==> src/rtl/adder3b.sv <==
// ---------------------------------------------------------------------------
// adder3b -- single-bit full adder leaf cell
//
// Purpose:
//   Adds three 1-bit operands (a, b, c) and produces sum/carry both
//   combinationally (for ripple-carry chains) and as registered copies with
//   a valid flag. A saturating counter tallies valid cycles whose carry is 1.
//
// Parameters:
//   CNT_W      width of the carry-event counter (>= 1)
//
// Ports:
//   clk        in   1      rising-edge clock
//   rst        in   1      synchronous, active-high reset
//   a, b, c    in   1      operand bits (c doubles as carry-in)
//   in_valid   in   1      qualifies a/b/c for the registered path/counter
//   sum        out  1      combinational a ^ b ^ c
//   carry      out  1      combinational majority(a, b, c)
//   sum_q      out  1      registered sum (holds when in_valid=0)
//   carry_q    out  1      registered carry (holds when in_valid=0)
//   valid_q    out  1      registered in_valid
//   carry_cnt  out  CNT_W  saturating count of valid cycles with carry=1
// ---------------------------------------------------------------------------
module adder3b #(
    parameter int CNT_W = 8
) (
    input  logic             clk,
    input  logic             rst,
    input  logic             a,
    input  logic             b,
    input  logic             c,
    input  logic             in_valid,
    output logic             sum,
    output logic             carry,
    output logic             sum_q,
    output logic             carry_q,
    output logic             valid_q,
    output logic [CNT_W-1:0] carry_cnt
);

    // Increment that sticks at all-ones instead of wrapping to zero.
    function automatic logic [CNT_W-1:0] sat_inc(input logic [CNT_W-1:0] v);
        if (v == {CNT_W{1'b1}}) begin
            return v;
        end
        return v + 1'b1;
    endfunction

    logic             w_sum_p0;
    logic             w_carry_p0;
    logic             r_sum_p1;
    logic             r_carry_p1;
    logic             r_vld_p1;
    logic [CNT_W-1:0] r_cnt_p1;

    // Stage p0: combinational full adder, independent of clk/rst/in_valid.
    always_comb begin
        w_sum_p0   = a ^ b ^ c;
        w_carry_p0 = (a & b) | (a & c) | (b & c);
    end

    // Stage p1: registered result, valid flag and carry-event counter.
    // Reset has priority, so a sample presented alongside rst is dropped.
    always_ff @(posedge clk) begin
        if (rst) begin
            r_sum_p1   <= 1'b0;
            r_carry_p1 <= 1'b0;
            r_vld_p1   <= 1'b0;
            r_cnt_p1   <= '0;
        end else begin
            r_vld_p1 <= in_valid;
            if (in_valid) begin
                r_sum_p1   <= w_sum_p0;
                r_carry_p1 <= w_carry_p0;
                if (w_carry_p0) begin
                    r_cnt_p1 <= sat_inc(r_cnt_p1);
                end
            end
        end
    end

    assign sum       = w_sum_p0;
    assign carry     = w_carry_p0;
    assign sum_q     = r_sum_p1;
    assign carry_q   = r_carry_p1;
    assign valid_q   = r_vld_p1;
    assign carry_cnt = r_cnt_p1;

endmodule

==> config.mk <==
export PLATFORM = sky130hd
export DESIGN_NAME = adder3b
export DESIGN_NICKNAME = d
export VERILOG_FILES = /design/src/rtl/adder3b.sv
export SDC_FILE = /design/constraint.sdc
export NUM_CORES = 1
export LEC_CHECK = 0
export BUFFER_PORTS_ARGS = -buffer_cell sky130_fd_sc_hd__buf_2
export CELL_PAD_IN_SITES_DETAIL_PLACEMENT = 0
export CELL_PAD_IN_SITES_GLOBAL_PLACEMENT = 1
export CORE_UTILIZATION = 36
export CTS_CLUSTER_SIZE = 25
export DETAILED_ROUTE_END_ITERATION = 8
export GPL_TIMING_DRIVEN = 0
export PLACE_DENSITY = 0.83
export REMOVE_ABC_BUFFERS = 1
export SLEW_MARGIN = 20
export SYNTH_ARGS = -nofsm -noshare
export SYNTH_HDL_FRONTEND = slang
export SYNTH_SLANG_ARGS = --single-unit
==> constraint.sdc <==
create_clock -name clk -period 3.19 [get_ports clk]
set_clock_uncertainty 0.05 [all_clocks]
set_input_delay 0.638 -clock clk [delete_from_list [all_inputs] [get_ports clk]]
set_output_delay 0.638 -clock clk [all_outputs]
set_load 0.01 [all_outputs]
### After elaboration in Yosys (flattened, before gate mapping)

Cells that the tools add are included.

| storage, ports and cells | value |
|---|---|
| register bits | 11 |
| logic and storage cells | 20 |

| operators by class | value |
|---|---|
| $add $sub $neg | 1 |
| equal/unequal tests | 2 |
| muxes and demuxes | 5 |
| bitwise operators | 7 |
| reduce and logical (&&, ||, !) cells | 1 |

Operators with widths:

| kind | count |
|---|---|
| 8-bit by 1-bit adder with 8-bit output, second input constant | 1 |
| 8-bit == test, second input constant | 1 |
| 8-bit two-way mux | 1 |
| 1-bit two-way mux | 4 |
| 1-bit AND | 3 |
| 3-bit AND reduction | 1 |
| 2-bit inequality test, second input constant | 1 |
| 1-bit bitwise OR | 2 |
| 1-bit bitwise XOR | 2 |

### Depth between registers and ports, before layout

Gate-level depths: netlist (run 1).

| depth | value |
|---|---|
| depth in word-level cells | 8 |
| gate-level depth with buffers | 4 |
| depth with buffers taken out | 4 |

### Least setup slack after synthesis (run 1)

No wires, ideal clock.

| timing path | value |
|---|---|
| kind | in2out |
| start point | input a |
| end point | output sum |
| data arrival time | 1227 ps |
| data required time | 2502 ps |
| slack | 1275 ps |
| cell stages on the path | 1 |
| path buffers | 0 |
| cell sequence | fa_1 |

| on the way | value |
|---|---|
| cells in the longest elaborated chain, start to end | 2 |

Ends and longest elaborated chain:

| item | RTL line | RTL |
|---|---|---|
| start: declaration | 29 | `input logic a,` |
| 1-bit bitwise XOR (2 in a row) | 58 | `w_sum_p0 = a ^ b ^ c;` |
| end: declaration | 33 | `output logic sum,` |

Every way passes these cells.

### Worst setup path after layout (run 1)

Ends and elaborated chain as after synthesis.

==> results by stage, run 1 <==
GRT:
- The global-route wire length before repair is approximately 1900 µm.
- The via count of the first global-routing pass is 447.
- The global-route total usage across every layer is between 10% and 20%.
- The maximum number of pins on one net before global-route repair is 14.
- The number of antenna violations at the first check in global routing is 0.
- The total global routing overflow is 0.

Power:
- The internal power of the cells totals roughly 200 µW.
- For this design the ratio of total power to cell area is 411 nW/µm².
- The part of the power in registers is between 50% and 60%.
- Across the VDD grid, the largest voltage drop is 0.171 mV.
- The leakage power total is ~0.00029 µW.
- Of the total power, the share spent switching nets is 25.8%.
- The clock network accounts for 35.3% of the total power.
- The completed layout was analyzed and its total power is 273 µW.
- Combinational logic is responsible for a little under an eighth of the overall power.
- The net switching power is 70.5 µW.

Floorplanning:
- The floorplan step set the die width to roughly 40 µm.
- The starting utilization of the core area is between 30% and 40%.
- After floorplanning, the core was sized to cover approximately 1400 µm².
- The floorplan has 13 rows.
- The die covers approximately 1600 µm².
- During I/O placement, the number of pins put on the boundary was 19.
- The chip height is between 40 and 50 µm.

Layout:
- The count of filler cells inserted in the layout is 141.
- Compared with the post-synthesis result, the final layout area differs by 23.8%.
- The net count of the finished layout is 87.
- The antenna diode count is 0.
- The combined area of the multi-input logic cells is approximately 290 µm².
- The layout cell share with drive strength beyond 1 is between 30% and 40%.
- The top cell types in the final layout, fill and taps aside, are sky130_fd_sc_hd__buf_2, sky130_fd_sc_hd__dfxtp_1, sky130_fd_sc_hd__a211oi_1.
- The sequential cell area is ~220 µm².
- Leaving out fill and tap cells, the most frequent cell in the layout is sky130_fd_sc_hd__buf_2.

Logic synthesis:
- In the synthesized netlist the dominant register cell turns out to be sky130_fd_sc_hd__dfxtp_1.
- The combined area of all synthesized cells is about 540 µm².
- The number of standard cells after synthesis is between 50 and 60.
- The area fraction in and, or, nand and nor cells after synthesis is between 20% and 30%.
- The compound-gate portion of the synthesized area is between 10% and 20%.
- The fraction of registers with async set or reset after synthesis is 0%.
- The total of warnings raised by yosys is 0.
- The post-synthesis share of cell area spent on xor and xnor gates is 0%.
- The multiplexer share of the synthesized area is 7.94%.
- The proportion of synthesized chip area in sequential cells is between 40% and 50%.
- The share of synthesized cell area in full adder, half adder and majority cells is 6.07%.
- After synthesis, the largest family of logic cells by area is simple AND/OR/NAND/NOR gates.
- The synthesized area per cell is just over 9 µm².
- In this run, synthesis produced a sequential element count of 11.
- The number of enable flip-flop cells after synthesis is 0.
- The number of distinct standard cells referenced by the synthesized netlist is 25.

Setup path:
- The setup slack of the most critical reg-to-reg path is between 1500 and 2000 ps.
- STA classifies the critical path startpoint as an input pin.
- The capturing point of the worst reg2reg path is carry_cnt[3]$_SDFFE_PP0P_.
- At the worst endpoint, the required time is around 2500 ps.
- The category of the critical setup timing path is in -> out.
- The cell depth of the worst flop-to-flop path is 4.
- The beginning of the worst register-to-register path is carry_cnt[0]$_SDFFE_PP0P_.
- STA classifies the critical path endpoint as an output port.
- Along the worst path, the maximum fanout reaches 2.
- The endpoint arrival time on the critical path is 1430 ps.

Timing:
- The final critical-path required period is 2120 ps.
- At the pin with the least slew margin, the transition time is ~330 ps.
- Setup total negative slack on the finished layout was measured at 0 ps.
- The final count of negative-setup-slack endpoints is 0.
- Setup repair after global routing left no endpoint under its margin.
- The worst-case headroom to the max-slew limit is roughly 78%.
- The maximum achievable frequency is roughly 470 MHz.
- The post-route clock period utilization is approximately two thirds.
- The final max-slew violation count is 0.
- The number of failing hold endpoints at the final stage is 0.

Route:
- The post-detailed-route via-to-cell ratio is approximately 5.5.
- The post-route antenna net violation count is 0.
- The number of detailed-routing iterations run before antenna repair is 4.
- In the final routed layout, each cell accounts on average for about 12 µm.
- The routed design has around 1100 µm of wire.
- The number of DRC violations after detailed-routing iteration 0 is 13.
- The final route contains ~500 vias.
- The number of design rule violations left after detail routing is 0.

Worst hold path:
- The launch instance of the worst min-delay path is carry_q$_SDFFE_PP0P_.
- The path class of the lowest-slack min-delay path is reg -> reg.
- The number of cells on the worst hold path is 2.
- The path with the worst hold slack has its endpoint at carry_q$_SDFFE_PP0P_.

Run:
- Max-cap violations in this run came to 0.

Clock tree:
- TritonCTS built the clock tree.
- No sink is reached through more buffers than the 2 on the longest clock path.
- The number of hold-repair buffers added at the cts stage is 0.
- The count of instances resized after the clock tree is built is 0.
- The clock sink count is 11.
- The number of setup buffers added after CTS is 0.
- After clock tree synthesis, the clock-pin slew on the worst setup and hold paths is 80 ps.
- The tree is rooted in a sky130_fd_sc_hd__clkbuf_4.
- CTS built an H-tree with a depth of 1.
- The clock network latency to the later pin of the worst-skew pair is 270 ps.
- The number of buffers added by the clock tree synthesis step is 3.

Place:
- The congestion estimate from routability-driven global placement came to between 0.7 and 0.8.
- After legalization and detailed placement, the total HPWL measured 825 µm.
- The port buffer count is 18.

Outcome:
- The flow ran to the end, and the final reports show no timing, DRC or antenna violations.
==> synthesized netlist by cell type (2+ instances only) <==
cell type | count | area share [%]
sky130_fd_sc_hd__a31oi_1 | 2 | 2.3
sky130_fd_sc_hd__a211oi_1 | 5 | 7.0
sky130_fd_sc_hd__dfxtp_1 | 11 | 41
sky130_fd_sc_hd__nor2b_1 | 3 | 3.5
sky130_fd_sc_hd__and3_1 | 2 | 2.3
sky130_fd_sc_hd__nor2_1 | 4 | 2.8
sky130_fd_sc_hd__nand3_1 | 2 | 1.9
sky130_fd_sc_hd__mux2i_1 | 2 | 3.7
sky130_fd_sc_hd__inv_1 | 4 | 2.8
sky130_fd_sc_hd__nand2_1 | 4 | 2.8
sky130_fd_sc_hd__nor4_1 | 2 | 2.3
sky130_fd_sc_hd__mux2_2 | 2 | 4.2
sky130_fd_sc_hd__a21oi_1 | 3 | 2.8
==> critical path: stages <==
cell and delay (ps):
sky130_fd_sc_hd__buf_2 110, sky130_fd_sc_hd__fa_1 550, sky130_fd_sc_hd__buf_2 130
==> final cells by class <==
class                      count  share of cell area (%)
inverter                       4                    2.26
tap                           15                    2.83
clock inverter                 1                   0.755
sequential                    11                    33.2
timing repair buffer          18                    13.6
clock buffer                   3                    3.40
multi-input combinational     41                    44.0
==> sequential cells by signal (all words and copies together), names as in the netlist <==
| name | count |
|---|---|
| carry_cnt | 8 |
| carry_q | 1 |
| sum_q | 1 |
| valid_q | 1 |
==> kinds of logic after synthesis <==
group | Yosys count
simple gates | 22
fa+ha+maj | 2
flops | 11
mux | 4
buf+inv | 6
compound gates | 13
==> power groups by stage <==
| stage | clock (µW) | combinational [µW] | sequential, µW |
|---|---|---|---|
| floorplan | 0 | 14.6 | 150 |
| global placement | 0 | 31.9 | 148 |
| detailed placement | 0 | 32.2 | 148 |
| CTS | 101 | 32.3 | 145 |
| global route | 106 | 36.1 | 145 |
| finish | 96.3 | 31.9 | 145 |
==> how the worst max path moves through the flow <==
stage | startpoint | to | cells after the start
2_1_floorplan | a | sum | 1
3_3_place_gp | a | sum | 3
3_5_place_dp | a | sum | 3
4_1_cts | a | sum | 3
5_1_grt | a | sum | 3
6_report | a | sum | 3
==> metal layers <==
layer,GRT usage [%],vias to the layer above,routed length (µm)
li1,-,256,-
met5,0,-,0
met1,20.0,235,521
met2,29.8,14,562
met4,10.0,0,8
met3,10.0,2,53
==> stage by stage <==
step	worst slack, ps	cell area [µm²]	utilization (%)	instances	hold slack [ps]
global route	1030	663	49.1	93	457
floorplan	1280	527	-	56	437
global placement	1070	636	47.1	89	409
finish	1070	663	49.1	93	428
CTS	1060	663	49.1	93	429
detailed placement	1060	636	47.1	89	415
Note: power is estimated with default switching activity, not from simulation.
==> run 2, diff against run 1 <==
--- a/config.mk
+++ b/config.mk
@@ -5,14 +5,15 @@
 export SDC_FILE = /design/constraint.sdc
 export NUM_CORES = 1
 export LEC_CHECK = 0
+export ABC_AREA = 1
 export BUFFER_PORTS_ARGS = -buffer_cell sky130_fd_sc_hd__buf_2
 export CELL_PAD_IN_SITES_DETAIL_PLACEMENT = 0
 export CELL_PAD_IN_SITES_GLOBAL_PLACEMENT = 1
-export CORE_UTILIZATION = 36
+export CORE_UTILIZATION = 31
 export CTS_CLUSTER_SIZE = 25
 export DETAILED_ROUTE_END_ITERATION = 8
 export GPL_TIMING_DRIVEN = 0
-export PLACE_DENSITY = 0.83
+export PLACE_DENSITY = 0.77
 export REMOVE_ABC_BUFFERS = 1
 export SLEW_MARGIN = 20
 export SYNTH_ARGS = -nofsm -noshare
==> constraint.sdc (replaced) <==
create_clock -name clk -period 2 [get_ports clk]
set_clock_uncertainty 0.05 [all_clocks]
set_input_delay 0.4 -clock clk [delete_from_list [all_inputs] [get_ports clk]]
set_output_delay 0.4 -clock clk [all_outputs]
set_load 0.01 [all_outputs]
==> run 2 against run 1 <==
Effect of this change:
- sequential share of layout area fell by 0.43 points
- global-route usage is 5.1 points lower
- non-clock buffer count stayed put
- critical path depth did not move
==> results by stage, run 2 <==
GRT:
- The number of antenna violations at the first check in global routing is 0.
- The total global routing overflow is 0.
- The first global-routing pass estimated 1820 µm of wire.
- The via count of the first global-routing pass is about 470.
- Global routing used a little over an eighth of the available tracks.
- The maximum number of pins on one net before global-route repair is 8.

Floorplanning:
- In this run the count of I/O pins placed on the die edge is 19.
- The floorplan has 14 rows.
- The starting utilization of the core area is about 34%.
- The floorplan step set the die height to between 40 and 50 µm.
- The die covers 1900 µm².
- The floorplan core area is roughly 1600 µm².
- The horizontal die dimension is approximately 44 µm.

Clock tree:
- After clock tree synthesis, the clock-pin slew on the worst setup and hold paths is approximately 70 ps.
- The clock network latency to the later pin of the worst-skew pair is between 200 and 300 ps.
- For this design, the sink count on the clock tree is 11.
- The longest clock path from root to sink contains 2 buffers.
- TritonCTS built the clock tree.
- CTS placed an instance of sky130_fd_sc_hd__clkbuf_4 at the clock tree root.
- The number of setup buffers added after CTS is 0.
- Clock tree synthesis inserted a total of 3 buffers.
- In this run, post-CTS hold repair placed 0 buffers.
- CTS built an H-tree with a depth of 1.
- The count of instances resized after the clock tree is built is 0.

Timing:
- The final max-slew violation count is 0.
- Setup repair after global routing left no endpoint under its margin.
- The number of failing hold endpoints at the final stage came to 0.
- Hold is met by around 320 ps.
- Counting I/O delays and the setup requirement, the final critical path takes between 1500 and 2000 ps.
- For the pin with the worst max-slew slack, the measured transition is ~210 ps.
- Setup violations remaining at the end of the flow were counted as 0.
- The total negative slack for setup checks is 0 ps.
- The maximum achievable frequency is just over 600 MHz.
- In this run the tightest slew margin relative to its limit is 85.8%.
- The post-route clock period utilization is around four fifths.

Logic synthesis:
- Of the post-synthesis cell area, the dominant cell type holds just over 40%.
- For this run, asynchronously set or reset flops after synthesis account for 0%.
- The number of enable flip-flop cells after synthesis is 0.
- Yosys printed 0 warnings.
- The main flop type after synthesis is sky130_fd_sc_hd__dfxtp_1.
- Sorting the synthesized cells by area gives the leading types as sky130_fd_sc_hd__dfxtp_1, sky130_fd_sc_hd__nand2_1, sky130_fd_sc_hd__nor2_1.
- The number of distinct standard cells referenced by the synthesized netlist is 19.
- The combined area of all synthesized cells is between 500 and 600 µm².
- The library cell with the largest summed area after synthesis is sky130_fd_sc_hd__dfxtp_1.
- The most common cell in the synthesized netlist is sky130_fd_sc_hd__nand2_1.
- Of the synthesized area, sequential elements account for between 40% and 50%.
- The synthesized design contains 11 register bits.
- Counting instances in the post-synthesis netlist gives the leading cell types as sky130_fd_sc_hd__nand2_1, sky130_fd_sc_hd__nor2_1, sky130_fd_sc_hd__dfxtp_1.
- After synthesis, the mean cell area works out to around 7.0 µm².
- The number of standard cells after synthesis is 76.

Layout:
- The number of flip-flops under the largest register name is 8.
- In the layout the commonest cells are sky130_fd_sc_hd__nand2_1, sky130_fd_sc_hd__buf_2, sky130_fd_sc_hd__nor2_1.
- The layout cell share with drive strength beyond 1 is between 20% and 30%.
- The sequential cells in the finished layout cover a total of around 220 µm².
- The number of antenna diodes in the final layout is 0.
- The number of standard cells in the layout, taps in and fillers out is ~110.
- The combined area of the multi-input logic cells is ~290 µm².
- The net count of the finished layout is roughly 110.
- The count of filler cells inserted in the layout is 162.
- The leading cell type in the layout, fill and taps excluded is sky130_fd_sc_hd__nand2_1.
- From synthesis to final layout, the design area changed by 25.5%.

Setup path:
- The count of buffering cells on the critical path with inverters included is 2.
- In this run the worst path has a maximum fanout of 2.
- The endpoint arrival time on the critical path is between 1000 and 1500 ps.
- The setup slack of the most critical reg-to-reg path is roughly 700 ps.
- The endpoint kind of the worst setup timing path is an output port.
- The signal on the critical path passes through buf_2, fa_1, buf_2.
- STA classifies the critical path startpoint as an input pin.
- The slowest stage of the critical path is the sky130_fd_sc_hd__fa_1 cell.
- The worst path required time is about 1600 ps.
- The cell repeated most along the worst path is sky130_fd_sc_hd__buf_2.
- The top cell family by delay on the critical path is adder cells.
- The biggest cell delay along the critical path is 550 ps.
- By startpoint and endpoint, the worst setup path is classified as in -> out.

Route:
- The vias after detailed routing is between 500 and 600.
- The first routing iteration left 10 violations.
- After detailed routing, the total wire length is about 1100 µm.
- The post-route antenna net violation count is 0.
- The first detailed-routing pass ran for 3 iterations.
- Dividing the detail-routed via count by the number of cells gives 4.62.
- The average wire length per cell after detail routing is a little over 9 µm.
- For this run, design rule violations remaining after detail routing come to 0.

Power:
- Dividing total power by cell area gives a power density of roughly 670 nW/µm².
- The leakage power total is ~0.00033 µW.
- The highest ir drop seen on vdd is 0.390 mV.

Place:
- Input and output buffers added on the ports amount to 18.
- Detailed placement finished with a half-perimeter wire length of 822 µm.
- Once placement completed, the tool counted placed cells totaling 110.
- At the end of routability-driven placement, the weighted congestion stood at 0.684.

Outcome:
- The run finished with clean final reports.

Worst hold path:
- The path class of the tightest hold or removal check is in -> reg.

Run:
- Across the run, the number of max-cap violations was 0.
[run 2: changes by cell type in the layout (fill, tap and decap cells not counted), sizes merged, moves of 3 or more]
cell,delta
nand2,+19
nor2,+10
a211oi,-5
a21oi,+3
inv,+3
nand3,+3
nor2b,-3
o21ai,+3
[run 2: final timing paths]
| check | from | to | depth (start not counted) |
|---|---|---|---|
| min reg2reg | carry_q$_SDFFE_PP0P_ | carry_q$_SDFFE_PP0P_ | 2 |
| max | a | sum | 3 |
| max reg2reg | carry_cnt[0]$_SDFFE_PP0P_ | carry_cnt[7]$_SDFFE_PP0P_ | 6 |
| min | rst | carry_q$_SDFFE_PP0P_ | 2 |
[run 2: area by class of cell]
class | instances | area share [%]
Inverter | 8 | 4.47
Multi-Input combinational cell | 57 | 42.5
Timing Repair Buffer | 18 | 13.4
Sequential cell | 11 | 32.8
Tap cell | 16 | 2.98
Clock buffer | 4 | 3.91
[run 2: routing by layer]
| layer | vias up | GRT usage (%) | share of wire, % |
|---|---|---|---|
| li1 | 282 | - | - |
| met1 | 226 | 15.2 | 48 |
| met2 | 15 | 21.8 | 44 |
| met3 | 4 | 2.50 | 4.8 |
| met4 | 0 | 13.1 | 3.4 |
| met5 | - | 0 | 0 |
[run 2: kinds of logic after synthesis]
logic type | share of synthesized area, %
and+or+nand+nor | 36.5
DFF | 41.1
AOI/OAI and AO/OA | 9.11
buffers and inverters | 5.61
adders and majority gates | 6.07
xor gates and xnor gates | 1.64
[run 2: report_power, final]
group          switching (µW)  internal, µW
Clock                    78.5          77.3
Sequential               6.14           228
Combinational            35.6          24.2
[run 2: per-stage QoR]
stage / instance area, µm² / power [µW] / setup WS (ps) / util (%)
3_3_place_gp: 646 / 299 / 251 / 41.4
6_report: 672 / 449 / 364 / 43.1
3_5_place_dp: 646 / 299 / 262 / 41.4
5_1_grt: 672 / 470 / 327 / 43.1
2_1_floorplan: 536 / 275 / 411 / -
4_1_cts: 672 / 459 / 357 / 43.1
